### src/rtl/rda_pkg.sv
// Shared constants and result layout for the RDA final sum stage.
// Lane status codes are the ASCII characters emitted by the carry pipeline.
package rda_pkg;

  localparam int W_DEF = 32;

  localparam logic [7:0] KPG_K = 8'h6B;
  localparam logic [7:0] KPG_G = 8'h67;
  localparam logic [7:0] KPG_P = 8'h70;

  localparam int RES_W_DEF = W_DEF + 2;

  typedef struct packed {
    logic [W_DEF-1:0] sum;
    logic             cout;
    logic             ovf;
  } rda_res_t;

  // Packed result width for an arbitrary operand width: {sum, cout, ovf}.
  function automatic int res_width(input int w);
    return w + 2;
  endfunction

  function automatic logic kpg_legal(input logic [7:0] code);
    return (code == KPG_K) || (code == KPG_G);
  endfunction

endpackage

### src/rtl/rda_sync_fifo.sv
// Small synchronous FIFO with extra-MSB pointers; push is accepted when full
// only if a pop happens in the same cycle.
module rda_sync_fifo #(
  parameter int WIDTH = 34,
  parameter int DEPTH = 4
) (
  input  logic                       clk,
  input  logic                       rst,
  input  logic                       push,
  input  logic [WIDTH-1:0]           din,
  input  logic                       pop,
  output logic [WIDTH-1:0]           dout,
  output logic                       full,
  output logic                       empty,
  output logic [$clog2(DEPTH):0]     count
);

  localparam int AW = $clog2(DEPTH);

  logic [WIDTH-1:0] mem [DEPTH];
  logic [AW:0]      wr_ptr;
  logic [AW:0]      rd_ptr;
  logic             pop_ok;
  logic             push_ok;

  assign empty   = (wr_ptr == rd_ptr);
  assign full    = (wr_ptr[AW] != rd_ptr[AW]) && (wr_ptr[AW-1:0] == rd_ptr[AW-1:0]);
  assign count   = wr_ptr - rd_ptr;
  assign pop_ok  = pop && !empty;
  assign push_ok = push && (!full || pop_ok);
  assign dout    = mem[rd_ptr[AW-1:0]];

  always_ff @(posedge clk) begin
    if (!rst) begin
      wr_ptr <= '0;
      rd_ptr <= '0;
    end else begin
      if (push_ok) wr_ptr <= wr_ptr + 1'b1;
      if (pop_ok)  rd_ptr <= rd_ptr + 1'b1;
    end
  end

  // Storage needs no reset: the head is only observed while the FIFO is non-empty.
  always_ff @(posedge clk) begin
    if (push_ok) mem[wr_ptr[AW-1:0]] <= din;
  end

endmodule

### src/rtl/rda_sum_stage.sv
// Final RDA stage: decodes resolved K/P/G lane status into sum/cout/ovf,
// registers it once, and queues results in a valid/ready FIFO.
module rda_sum_stage
  import rda_pkg::*;
#(
  parameter int W     = W_DEF,
  parameter int DEPTH = 4,
  parameter int CNT_W = 16
) (
  input  logic                  clk,
  input  logic                  rst,
  input  logic                  in_valid,
  input  logic [W-1:0][7:0]     y_kpg,
  input  logic [W-1:0]          a_q,
  input  logic [W-1:0]          b_q,
  output logic                  out_valid,
  input  logic                  out_ready,
  output logic [W-1:0]          sum,
  output logic                  cout,
  output logic                  ovf,
  output logic                  afull,
  output logic                  drop_err,
  output logic                  kpg_err,
  output logic [CNT_W-1:0]      sum_count
);

  localparam int RES_W = res_width(W);
  localparam int AW    = $clog2(DEPTH);

  logic [W-1:0]     carry;
  logic [W-1:0]     cin;
  logic [W-1:0]     lane_bad;
  logic [W-1:0]     d_sum;
  logic             d_cout;
  logic             d_ovf;

  logic             s1_v;
  logic [RES_W-1:0] s1_res;

  logic [RES_W-1:0] head;
  logic             fifo_full;
  logic             fifo_empty;
  logic [AW:0]      fifo_count;
  logic             pop;
  logic             drop;

  // Anything other than 'g' contributes no carry; illegal lanes are flagged separately.
  always_comb begin
    carry    = '0;
    lane_bad = '0;
    for (int i = 0; i < W; i++) begin
      carry[i]    = (y_kpg[i] == KPG_G);
      lane_bad[i] = !kpg_legal(y_kpg[i]);
    end
  end

  assign cin    = {carry[W-2:0], 1'b0};
  assign d_sum  = a_q ^ b_q ^ cin;
  assign d_cout = carry[W-1];
  assign d_ovf  = cin[W-1] ^ carry[W-1];

  always_ff @(posedge clk) begin
    if (!rst) begin
      s1_v    <= 1'b0;
      s1_res  <= '0;
      kpg_err <= 1'b0;
    end else begin
      s1_v <= in_valid;
      if (in_valid) s1_res <= {d_sum, d_cout, d_ovf};
      if (in_valid && (|lane_bad)) kpg_err <= 1'b1;
    end
  end

  rda_sync_fifo #(
    .WIDTH (RES_W),
    .DEPTH (DEPTH)
  ) u_fifo (
    .clk   (clk),
    .rst   (rst),
    .push  (s1_v),
    .din   (s1_res),
    .pop   (pop),
    .dout  (head),
    .full  (fifo_full),
    .empty (fifo_empty),
    .count (fifo_count)
  );

  assign out_valid = !fifo_empty;
  assign pop       = out_valid && out_ready;
  assign drop      = s1_v && fifo_full && !pop;
  assign afull     = (fifo_count >= (AW+1)'(DEPTH-1));

  // Head fields are forced low when empty so stale storage never shows after reset.
  assign sum  = out_valid ? head[RES_W-1:2] : '0;
  assign cout = out_valid ? head[1] : 1'b0;
  assign ovf  = out_valid ? head[0] : 1'b0;

  always_ff @(posedge clk) begin
    if (!rst) begin
      drop_err  <= 1'b0;
      sum_count <= '0;
    end else begin
      if (drop) drop_err <= 1'b1;
      if (pop)  sum_count <= sum_count + CNT_W'(1);
    end
  end

endmodule

### config.mk
export PLATFORM = sky130hd
export DESIGN_NAME = rda_sum_stage
export DESIGN_NICKNAME = d
export VERILOG_FILES = /design/src/rtl/rda_pkg.sv /design/src/rtl/rda_sync_fifo.sv /design/src/rtl/rda_sum_stage.sv
export SDC_FILE = /design/constraint.sdc
export NUM_CORES = 1
export LEC_CHECK = 0
export BUFFER_PORTS_ARGS = -buffer_cell sky130_fd_sc_hd__buf_4
export CORE_AREA = 3 3 147 149
export CTS_CLUSTER_DIAMETER = 120
export DETAILED_ROUTE_END_ITERATION = 16
export DIE_AREA = 0 0 150 152
export GPL_ROUTABILITY_DRIVEN = 0
export PLACE_DENSITY = 0.86
export SETUP_SLACK_MARGIN = 0.15
export SYNTH_ARGS = -nofsm -noshare
export SYNTH_HDL_FRONTEND = slang
export SYNTH_SLANG_ARGS = --single-unit
### constraint.sdc
create_clock -name clk -period 6.8 [get_ports clk]
set_input_delay 1.7 -clock clk [delete_from_list [all_inputs] [get_ports clk]]
set_output_delay 1.7 -clock clk [all_outputs]
set_load 0.01 [all_outputs]
==> metrics.md <==
| Metric | Value |
|---|---|
| Status | complete, no violations |
| Type of the worst setup path | flop to output pin |
| CP Data Required Time | 5100 ps |
| Layout cells sized above 1 | 41.2% |
| Crit-path leading delay family | flip-flops |
| Gr usage total | 25.5% |
| HP Class | flop to flop |
| Nets | 1428 |
| PortBufs | 377 |
| Post-Place Cells | 1346 |
| Final min period | 4280 ps |
| Worst Max-Slew Pin Slew | 1040 ps |
| Hold Path Depth | 2 |
| Iter 0 DRT Violations | 472 |
| Hold Vio Cnt, Final | 0 |
| Grt ovf | 0 |
| Critical-path top delay cell | dfxtp_2 |
| Synth Net Count | 1052 |
| Clock skew | 15.4 ps |
| Area delta synth->final | 39.1% |
| Hold_ws | 503 ps |
| VDD IR max | 150 uV |
| Avg Cell Area, Syn | 13.3 um2 |
| TritonCTS clock tree | built |
| Setup violators final | 0 |
| Hold Startpoint | sum_count[13]$_SDFFE_PN0P_ |
| #FFs+latches synth | 197 |
| Crit share post-route | 63.0% |
| Clock Latency Late Sink | 440 ps |
| CP endpoint kind | output pin |
| CTS buffer count | 17 |
| I/O pin count | 378 |
| Critical path startpoint category | flop |
| Static leakage | 5.27 nW |
| First-pass GRT wire length | 43.1 mm |
| Detailed Routing Iterations Pass 1 | 5 |
| Cell Count, Final, Fillers Out | 1382 |
| RSZ-0062 raised after global routing | no |
| Clk slew on worst S/H paths | 70 ps |
| Hold-critical path endpoint | sum_count[13]$_SDFFE_PN0P_ |
| Longest Clk Path Bufs | 2 |
| Synthesized area | 0.00954 mm2 |
| # rows | 52 |
| Cell mode on critical path | buf_4 |
| H-tree Lvls | 4 |
| Initial antenna violation count | 4 |
| Total Power | 2.99 mW |
| Slew HR | 29.9% |
| Worst setup margin | 2520 ps |
| Initial Util | 47.0% |
| Critical path buffers and inverters | 2 |
| Setup total negative slack | 0 ps |
| Via count | 7193 |
| Synth unique cells | 38 |
| Vias in the first global route | 7416 |
| FF-to-FF setup slack | 4360 ps |
| Worst-path cell chain | buf_4 > mux4_2 > and2_1 > buf_4 |
| Reg-to-Reg End | u_fifo.mem[3][2]$_DFFE_PP_ |
| Largest net degree at the start of global routing | 62 |
| DRC | 0 |
| PD cells | 225 mW/mm2 |
| Seq/Total Area, Yosys | 55.6% |
| DIE AREA | 0.0228 mm2 |
| R2r worst-path depth | 5 |
| Crit-path max FO | 20 |
| Worst path max stage delay | 740 ps |
| Final HPWL DP | 22.9 mm |
| Post-CTS setup buffer count | 0 |
| DR WL/cell | 21.1 um |
| Yosys Warn Count | 0 |
| CTS Hold Bufs | 0 |
| Slew Viols, Final | 0 |
| Routed Antenna Nets | 0 |
| DP Worst Slack | 2860 ps |
| CTS root buf | clkbuf_16 |
| Die W | 150 um |
| Mapped Cells | 719 |
| Chip height | 152 um |
| Via density | 5.20 |
| Worst r2r src | u_fifo.wr_ptr[0]$_SDFFE_PN0P_ |
| Core box area | 0.0203 mm2 |
| Clk sink count | 197 |
| Fmax | 233 MHz |
| Critical Path AT | 2580 ps |
| Post-cts sizing count | 0 |
| MaxCap Viol Count | 0 |
| Detailed Route WL | 29.2 mm |
## area by class of cell
class                      instances  area [um2]
timing repair buffer             379        2850
antenna                            4        10.0
multi-input combinational        464        4020
sequential                       197        5310
fill                            1528        7030
clock inverter                    15         194
tap                              270         338
clock buffer                      17         425
inverter                          36         135
## report_power, final
group          switching, mW  internal (mW)
sequential            0.0500           1.33
combinational          0.247          0.340
clock                  0.514          0.510
total                  0.811           2.18
## worst reg2reg max path, stage by stage, from the launching register on
cell	delay, ps
dfxtp_1	360
inv_1	110
ha_1	320
nand2_1	110
o31a_1	270
and2_2	880
## sequential cells by signal, indices dropped and copies added (netlist names), named ones only
register,cells
u_fifo.wr_ptr,3
kpg_err,1
u_fifo.rd_ptr,3
drop_err,1
s1_res,34
s1_v,1
sum_count,16
u_fifo.mem,136
## cell usage in the layout, fill, tap and decap left out, drive strengths merged, types with 4 or more instances in the layout
cell type / synthesis / routed
xnor2: 102 / 102
o21ai: 5 / 5
nand2: 12 / 12
nand2b: 29 / 29
inv: 36 / 46
clkinv: 0 / 5
a21boi: 4 / 4
xor2: 13 / 13
buf: 5 / 379
clkbuf: 17 / 17
nor4: 51 / 51
dfxtp: 61 / 61
nand4b: 28 / 28
nand4: 13 / 13
mux4: 34 / 34
nand3: 13 / 13
and2: 55 / 55
diode: 0 / 4
ha: 8 / 8
nor4bb: 4 / 4
nor2b: 40 / 40
mux2i: 33 / 33
edfxtp: 136 / 136
## cell families (layout without fill, tap and decap cells)
kind of cell               Yosys count  count (layout)  share of synthesized area [%]
muxes                               67              67                           11.5
AOI/OAI and AO/OA                   17              17                           1.34
and+or+nand+nor                    256             256                           17.4
buffers and inverters               58             447                           2.35
adders and majority gates            9               9                           1.26
xor gates and xnor gates           115             115                           10.6
DFF                                197             197                           55.6
other                                0               4                              0
## cell usage after synthesis (all sizes together)
| cell type | instances | area share [%] |
|---|---|---|
| a211o | 1 | 0.10 |
| ha | 8 | 1.0 |
| a41oi | 1 | 0.092 |
| xor2 | 13 | 1.2 |
| or4 | 2 | 0.16 |
| and2 | 55 | 3.6 |
| a21boi | 4 | 0.31 |
| nor4 | 51 | 3.5 |
| mux2i | 33 | 3.5 |
| dfxtp | 61 | 13 |
| nand4b | 28 | 2.6 |
| fa | 1 | 0.21 |
| o21ai | 5 | 0.26 |
| clkbuf | 17 | 0.67 |
| nor2b | 40 | 2.6 |
| a2111oi | 1 | 0.16 |
| nand2 | 12 | 0.47 |
| nand4 | 13 | 0.92 |
| xnor2 | 102 | 9.4 |
| buf | 5 | 0.26 |
| or3 | 3 | 0.20 |
| edfxtp | 136 | 43 |
| inv | 36 | 1.4 |
| nor4bb | 4 | 0.42 |
| nand2b | 29 | 1.9 |
| mux4 | 34 | 8.0 |
| a21oi | 2 | 0.10 |
| nor3 | 3 | 0.21 |
| o31a | 1 | 0.092 |
| nor2 | 2 | 0.079 |
| nand3 | 13 | 0.68 |
| o211a | 2 | 0.21 |
| and3 | 1 | 0.066 |
## how the worst max path moves through the flow
stage                                 to  depth (start not counted)
floorplan                         sum[0]                          4
global placement    kpg_err$_SDFFE_PN0P_                          6
detailed placement  kpg_err$_SDFFE_PN0P_                          6
CTS                              sum[22]                          4
global route                     sum[30]                          4
finish                            sum[3]                          4
## through the flow
| step | area (um2) | utilization (%) |
|---|---|---|
| after detailed placement | 12600 | 62.3 |
| after global routing | 13300 | 65.4 |
| final | 13300 | 65.4 |
| after floorplan | 9540 | - |
| after CTS | 13300 | 65.3 |
| after global placement | 12600 | 62.3 |
## layer usage
metal,share of wire (%),GRT usage [%]
met1,37,29.9
met2,54,44.6
met3,5.6,5.51
met4,3.2,11.6
met5,0,0
Power figures use the tool's default switching activity.
